$ cat src/rtl/multicycle_main_fsm.sv
// Multi-cycle main control FSM for the RISC-V core.
// Sequences fetch, decode, address generation, memory access, execute and
// write-back so that one shared memory and one ALU serve every step.
module multicycle_main_fsm #(
    parameter bit ENABLE_ITYPE = 1'b1,
    parameter bit ENABLE_JAL   = 1'b1,
    parameter bit MEM_WAIT_EN  = 1'b1
) (
    input  logic       clk,
    input  logic       rst,
    input  logic [6:0] op,
    input  logic       zero,
    input  logic       mem_ready,
    output logic       pc_write,
    output logic       adr_src,
    output logic       mem_write,
    output logic       ir_write,
    output logic [1:0] result_src,
    output logic [1:0] alu_src_a,
    output logic [1:0] alu_src_b,
    output logic [1:0] alu_op,
    output logic [1:0] imm_src,
    output logic       reg_write,
    output logic       illegal_op,
    output logic       instr_done,
    output logic [3:0] state
);

    typedef enum logic [3:0] {
        S_FETCH    = 4'd0,
        S_DECODE   = 4'd1,
        S_MEMADR   = 4'd2,
        S_MEMREAD  = 4'd3,
        S_MEMWB    = 4'd4,
        S_MEMWRITE = 4'd5,
        S_EXEC_R   = 4'd6,
        S_EXEC_I   = 4'd7,
        S_ALUWB    = 4'd8,
        S_BEQ      = 4'd9,
        S_JAL      = 4'd10
    } state_t;

    localparam logic [6:0] OP_LW    = 7'b0000011;
    localparam logic [6:0] OP_SW    = 7'b0100011;
    localparam logic [6:0] OP_RTYPE = 7'b0110011;
    localparam logic [6:0] OP_ITYPE = 7'b0010011;
    localparam logic [6:0] OP_BEQ   = 7'b1100011;
    localparam logic [6:0] OP_JAL   = 7'b1101111;

    state_t state_q;
    state_t state_d;
    logic   ready;

    // Memory handshake collapses to "always ready" when waiting is disabled
    assign ready = MEM_WAIT_EN ? mem_ready : 1'b1;

    // State register with synchronous reset to FETCH
    always_ff @(posedge clk) begin
        if (rst) begin
            state_q <= S_FETCH;
        end else begin
            state_q <= state_d;
        end
    end

    // Immediate format decode, valid in every state
    always_comb begin
        imm_src = 2'b00;
        case (op)
            OP_SW:   imm_src = 2'b01;
            OP_BEQ:  imm_src = 2'b10;
            OP_JAL:  imm_src = 2'b11;
            default: imm_src = 2'b00;
        endcase
    end

    // Next-state and per-state control outputs, with reset override last
    always_comb begin
        state_d    = S_FETCH;
        pc_write   = 1'b0;
        adr_src    = 1'b0;
        mem_write  = 1'b0;
        ir_write   = 1'b0;
        result_src = 2'b00;
        alu_src_a  = 2'b00;
        alu_src_b  = 2'b00;
        alu_op     = 2'b00;
        reg_write  = 1'b0;
        illegal_op = 1'b0;
        instr_done = 1'b0;
        state      = state_q;

        case (state_q)
            S_FETCH: begin
                adr_src    = 1'b0;
                alu_src_a  = 2'b00;
                alu_src_b  = 2'b10;
                alu_op     = 2'b00;
                result_src = 2'b10;
                ir_write   = ready;
                pc_write   = ready;
                state_d    = ready ? S_DECODE : S_FETCH;
            end
            S_DECODE: begin
                alu_src_a = 2'b01;
                alu_src_b = 2'b01;
                alu_op    = 2'b00;
                case (op)
                    OP_LW, OP_SW: state_d = S_MEMADR;
                    OP_RTYPE:     state_d = S_EXEC_R;
                    OP_ITYPE: begin
                        if (ENABLE_ITYPE) state_d = S_EXEC_I;
                        else              illegal_op = 1'b1;
                    end
                    OP_BEQ:       state_d = S_BEQ;
                    OP_JAL: begin
                        if (ENABLE_JAL) state_d = S_JAL;
                        else            illegal_op = 1'b1;
                    end
                    default:      illegal_op = 1'b1;
                endcase
            end
            S_MEMADR: begin
                alu_src_a = 2'b10;
                alu_src_b = 2'b01;
                alu_op    = 2'b00;
                state_d   = (op == OP_LW) ? S_MEMREAD : S_MEMWRITE;
            end
            S_MEMREAD: begin
                adr_src    = 1'b1;
                result_src = 2'b00;
                state_d    = ready ? S_MEMWB : S_MEMREAD;
            end
            S_MEMWB: begin
                result_src = 2'b01;
                reg_write  = 1'b1;
                instr_done = 1'b1;
                state_d    = S_FETCH;
            end
            S_MEMWRITE: begin
                adr_src    = 1'b1;
                result_src = 2'b00;
                mem_write  = 1'b1;
                instr_done = ready;
                state_d    = ready ? S_FETCH : S_MEMWRITE;
            end
            S_EXEC_R: begin
                alu_src_a = 2'b10;
                alu_src_b = 2'b00;
                alu_op    = 2'b10;
                state_d   = S_ALUWB;
            end
            S_EXEC_I: begin
                alu_src_a = 2'b10;
                alu_src_b = 2'b01;
                alu_op    = 2'b10;
                state_d   = S_ALUWB;
            end
            S_ALUWB: begin
                result_src = 2'b00;
                reg_write  = 1'b1;
                instr_done = 1'b1;
                state_d    = S_FETCH;
            end
            S_BEQ: begin
                alu_src_a  = 2'b10;
                alu_src_b  = 2'b00;
                alu_op     = 2'b01;
                result_src = 2'b00;
                pc_write   = zero;
                instr_done = 1'b1;
                state_d    = S_FETCH;
            end
            S_JAL: begin
                alu_src_a  = 2'b01;
                alu_src_b  = 2'b10;
                alu_op     = 2'b00;
                result_src = 2'b00;
                pc_write   = 1'b1;
                state_d    = S_ALUWB;
            end
            default: begin
                state_d = S_FETCH;
            end
        endcase

        // Reset kills every enable in the same cycle and presents FETCH selects
        if (rst) begin
            pc_write   = 1'b0;
            ir_write   = 1'b0;
            mem_write  = 1'b0;
            reg_write  = 1'b0;
            illegal_op = 1'b0;
            instr_done = 1'b0;
            adr_src    = 1'b0;
            alu_src_a  = 2'b00;
            alu_src_b  = 2'b10;
            alu_op     = 2'b00;
            result_src = 2'b10;
            state      = S_FETCH;
        end
    end

endmodule

$ cat config.mk
export PLATFORM = sky130hd
export DESIGN_NAME = multicycle_main_fsm
export DESIGN_NICKNAME = d
export VERILOG_FILES = /design/src/rtl/multicycle_main_fsm.sv
export SDC_FILE = /design/constraint.sdc
export NUM_CORES = 1
export LEC_CHECK = 0
export ABC_AREA = 1
export BUFFER_PORTS_ARGS = -buffer_cell sky130_fd_sc_hd__buf_2
export CAP_MARGIN = 20
export CORE_ASPECT_RATIO = 0.6
export CORE_MARGIN = 4
export CORE_UTILIZATION = 25
export DETAILED_ROUTE_END_ITERATION = 10
export PLACE_DENSITY = 0.47
export SLEW_MARGIN = 40
export SYNTH_ARGS = -nofsm -noshare
export SYNTH_HDL_FRONTEND = slang
export SYNTH_SLANG_ARGS = --single-unit
$ cat constraint.sdc
create_clock -name clk -period 1.4 [get_ports clk]
set_input_delay 0.14 -clock clk [delete_from_list [all_inputs] [get_ports clk]]
set_output_delay 0.14 -clock clk [all_outputs]
set_load 0.01 [all_outputs]
# After elaboration in Yosys (flattened, before gate mapping)
# Index checks and enable logic that the tools add are counted.
[word_totals] register_bits=4 out_inout_bits=21
[op_classes] eq_ne=16 muxes=31 n_reduce_logical=12
[ops] cell="case mux 4 bit (6 select lines)" n=1
[ops] cell="case mux 4 bit (5 select lines)" n=1
[ops] cell="== test 4 x 3 -> 1 bit (second input constant)" n=4
[ops] cell="case mux 2 bit (2 select lines)" n=4
[ops] cell="== test 7 x 6 -> 1 bit (second input constant)" n=2
[ops] cell="== test 7 bit (second input constant)" n=2
[ops] cell="two-way mux 1 bit" n=14
[ops] cell="== test 4 bit (second input constant)" n=3
[ops] cell="OR reduction 2 bit" n=6
[ops] cell="two-way mux 3 bit" n=3
[ops] cell="OR reduction 3 bit" n=3
[ops] cell="== test 4 x 2 -> 1 bit (second input constant)" n=2
[ops] cell="two-way mux 2 bit" n=4
[ops] cell="== test 7 x 2 -> 1 bit (second input constant)" n=1
[ops] cell="== test 7 x 5 -> 1 bit (second input constant)" n=1
[ops] cell="case mux 2 bit (3 select lines)" n=1
[ops] cell="OR reduction 6 bit" n=1
[ops] cell="== test 4 x 1 -> 1 bit (second input constant)" n=1
[ops] cell="logical NOT 4 bit" n=1
[ops] cell="two-way mux 4 bit" n=1
[ops] cell="OR reduction 4 bit" n=1
[ops] cell="case mux 1 bit (3 select lines)" n=1
[ops] cell="case mux 1 bit (2 select lines)" n=1

# Longest topological paths before layout
[depth] depth_word=5 mapped_depth=9

# Worst setup path after synthesis
# Ideal clock, no wire load.
[synth_path] path_type="reg2out" from="register state_q[3]" to="output pc_write" arrival_ps=974 required_ps=1260 slack_ps=286 stages_incl_launch_ff=5 cell_sequence="dfxtp_1 -> inv_1 -> nor2_1 -> nand2_1 -> a31oi_1"
[synth_via] elab_chain_len=3
[synth_lines] item="start: declaration" line="50" text="state_t state_q;"
[synth_lines] item="start signal: assignment" line="62" text="state_q <= state_d;"
[synth_lines] item="== test 4 bit or logical NOT 4 bit (tied branches)" line="93" text="case (state_q)"
[synth_lines] item="case mux 1 bit (3 select lines) *" line="93"
[synth_lines] item="two-way mux 1 bit *" line="188" text="if (rst) begin"
[synth_lines] item="end: declaration" line="14" text="output logic pc_write,"
# Every way passes the cells marked *; elsewhere a longest branch is shown, timed or not.

# Final worst setup path
[layout_path] from="register state_q[0]" to="output alu_src_b[0]"
[layout_via] elab_chain_len=4
[layout_lines] item="== test 4 x 1 -> 1 bit (tied with other cells)" line="93"
[layout_lines] item="OR reduction 3 bit (no source line) or OR reduction 2 bit (tied branches)"
[layout_lines] item="case mux 2 bit (2 select lines) *" line="93"
[layout_lines] item="two-way mux 2 bit *" line="188"
[layout_lines] item="end: declaration" line="20" text="output logic [1:0] alu_src_b,"
# Marked as above.

==> impl_results.md <==
* Origin of the worst setup path: state_q[0]
* Mean post-synth cell area at just under 5 um2
* Cell leakage power at 0.527 nW
* Slew at the pin closest to its max-slew limit at just under 0.3 ns
* Standard cell area after detailed placement at 731 um2
* Proportion of layout cells with a drive suffix above 1 at 0.404
* Clock insertion delay at the later pin of the skew report at around 0.23 ns
* Top delay family on crit path: flip-flops
* Cells taking the most area after synthesis: nand2_1 (22%), nor2_1 (15%), dfxtp_1 (15%)
* Tot GR Track Use at 0.124
* Yosys warning count at 0
* Clock Skew at around 0.0048 ns
* Die ar. at approximately 3000 um2
* Cell area power density at between 400 and 500 nW/um2
* Synthesis-to-layout area growth at 58.6%
* Antenna violations before repair at 0
* Site row count at 12
* Largest regs: state_q (4)
* Buffers from clock root to sink, at most at 2
* Count of pins on the block boundary at 32
* Max rail drop VDD at just under 0.4 mV
* Largest reg by FF count: state_q
* Nets in the synthesized netlist at 122
* Die H at roughly 44 um
* Number of sinks handled by clock tree synthesis at 4
* Highest attainable clock frequency at ~720 MHz
* Pin count of the biggest net entering global routing at 15
* Setup repair after global routing missed its margin: yes
* CTS tree: built
* Data required, critical path at 1.26 ns
* Root Driver: clkbuf_4
* Largest register FFs at 4
* Number of buffer and inverter instances along the worst setup path at 3
* Leading cell types in the layout, fill and taps excluded: buf_2 (31), nand2_1 (28), nor2_1 (19)
* Max-cap violations at 0
* Highest fanout seen on the critical path at 5
* Critical Path, Cell by Cell: inv_2, nor2_4, nand2_4, o21ai_0, o21ai_0, inv_1, buf_2
* Antenna diode instance count at 0
* DPL Wire Length at 1490 um
* Iteration-0 DRC count of the detailed router at 44
* Count of cell types in the netlist at 18
* Crit Path Category: flop to output pin
* Relative slew slack at 0.801
* Number of instances in the synthesized netlist at 111
* Final critical path time including I/O delays and setup at 1.40 ns
* Number of hold buffers added after CTS at 0
* Final Hold Viols at 0
* Arrival time reported for the critical path endpoint at 1.26 ns
* Maximum level of the CTS H-tree at 1
* Wire length after detailed routing at 1850 um
* Status: complete, no violations
* Path category of the worst min-delay check: input port to flop
* Number of clock buffers inserted by TritonCTS at 3
* Final-stage net count at 164
* Most frequent CP cell: o21ai_0
* Vias after detailed routing at around 800
* Final Instance Area at between 800 and 900 um2
* Global-route wire length before repair at about 2800 um
* Part of the Yosys area used for sequential elements at 0.148
* Clock-pin slew reported for the worst setup and hold paths after clock tree synthesis at 0.04 ns
* Element type at the critical path start: flop
* Core outline area at 1950 um2
* Seq cells post-synth at 4
* Final slew viol count at 0
* Fraction of synthesized cell area taken by the top area cell type at 0.215
* Count of placed standard cells in the final layout, fillers left out at 179
* Drc violations at 0
* Kind of end point of the critical path: output pin
* Global placement routability congestion at 0.817
* Number of iterations in the first detailed-routing pass at 5
* Sum of overflow across all layers after global routing at 0
* Initial Util at 0.277
* Wire per inst at ~10 um
* Launch point of the worst hold path: rst
* Slowest cell on the critical path: dfxtp_4
* Most common library cell in the layout ignoring fill and taps: buf_2
* Vias in the first global route at 612
* Cell type with the highest aggregate area in the netlist: nand2_1
* Part of the cycle the worst path needs at 0.997
* Cell Count Post-Placement at 169
* R2r startpoint: state_q[0]
* Horizontal extent of the die at 68.0 um
* Number of endpoints failing setup at the final stage at 0
* Number of nets with antenna violations after detailed routing at 0
* Delay of the slowest cell on the worst path at 0.36 ns
* Average vias per placed instance at 4.51
* I/O Buffers at 31
* Cell area after technology mapping at around 540 um2
## logic make-up after synthesis
kind of cell,after synthesis,synth area share
and+or+nand+nor,69,0.549
buffers and inverters,24,0.167
AOI/OAI and AO/OA,14,0.137
DFF,4,0.148
## Yosys cell counts
cell type,count
nand3_1,9
nor3_1,1
dfxtp_1,4
nor2_1,22
nor2_2,1
a21oi_1,7
clkinv_1,1
nand2_2,1
clkbuf_1,2
inv_1,20
nand2_1,31
and3_1,1
o21ai_0,3
nor4_1,1
nor2_4,2
inv_2,1
o21ai_1,1
a31oi_1,3
## area by class of cell
| class | instances | area [um2] |
|---|---|---|
| Tap cell | 28 | 35.0 |
| Timing Repair Buffer | 39 | 215 |
| Clock buffer | 3 | 22.5 |
| Fill cell | 224 | 1090 |
| Inverter | 22 | 82.6 |
| Sequential cell | 4 | 92.6 |
| Multi-Input combinational cell | 83 | 409 |
## where the power goes
group | switching (mW) | internal [mW]
logic | 0.0659 | 0.0478
clock network | 0.0433 | 0.0956
registers | 0.00336 | 0.113
total | 0.113 | 0.256
## layer usage
layer  track usage  vias up  wire length, um  part of all wire
li1              -      426                -                 -
met4        0.0356        0                0                 0
met1         0.180      361              913              0.49
met2         0.165       21              835              0.45
met3        0.0482        0              105             0.057
met5             0        -                0                 0
## repair_timing
| item | in CTS | in global routing |
|---|---|---|
| endpoints found under the setup margin | 8 | 12 |
| buffers inserted | 1 | 6 |
| pin swaps | 1 | 2 |
| gates resized for setup | 11 | 10 |
## through the flow
| stage | worst slack (ns) | total power, mW | utilization | hold WS, ns | setup TNS, ns |
|---|---|---|---|---|---|
| after floorplan | 0.286 | 0.175 | - | 0.382 | 0 |
| after global routing | -0.0904 | 0.404 | 0.439 | 0.249 | -0.500 |
| after detailed placement | 0.0883 | 0.216 | 0.374 | 0.490 | 0 |
| final | 0.00406 | 0.368 | 0.439 | 0.253 | 0 |
| after global placement | 0.0278 | 0.218 | 0.374 | 0.503 | 0 |
| after CTS | -0.0182 | 0.363 | 0.403 | 0.252 | -0.0412 |
## path summary, 6_finish.rpt
| path | end | slack, ns | cells after the start |
|---|---|---|---|
| worst max-delay path | alu_src_b[0] | 0.004 | 7 |
| worst max register to register | state_q[2] | 0.18 | 9 |
| worst min-delay path | state_q[3] | 0.25 | 2 |
| worst min register to register | state_q[3] | 0.73 | 4 |
(Power assumes the default switching activity.)
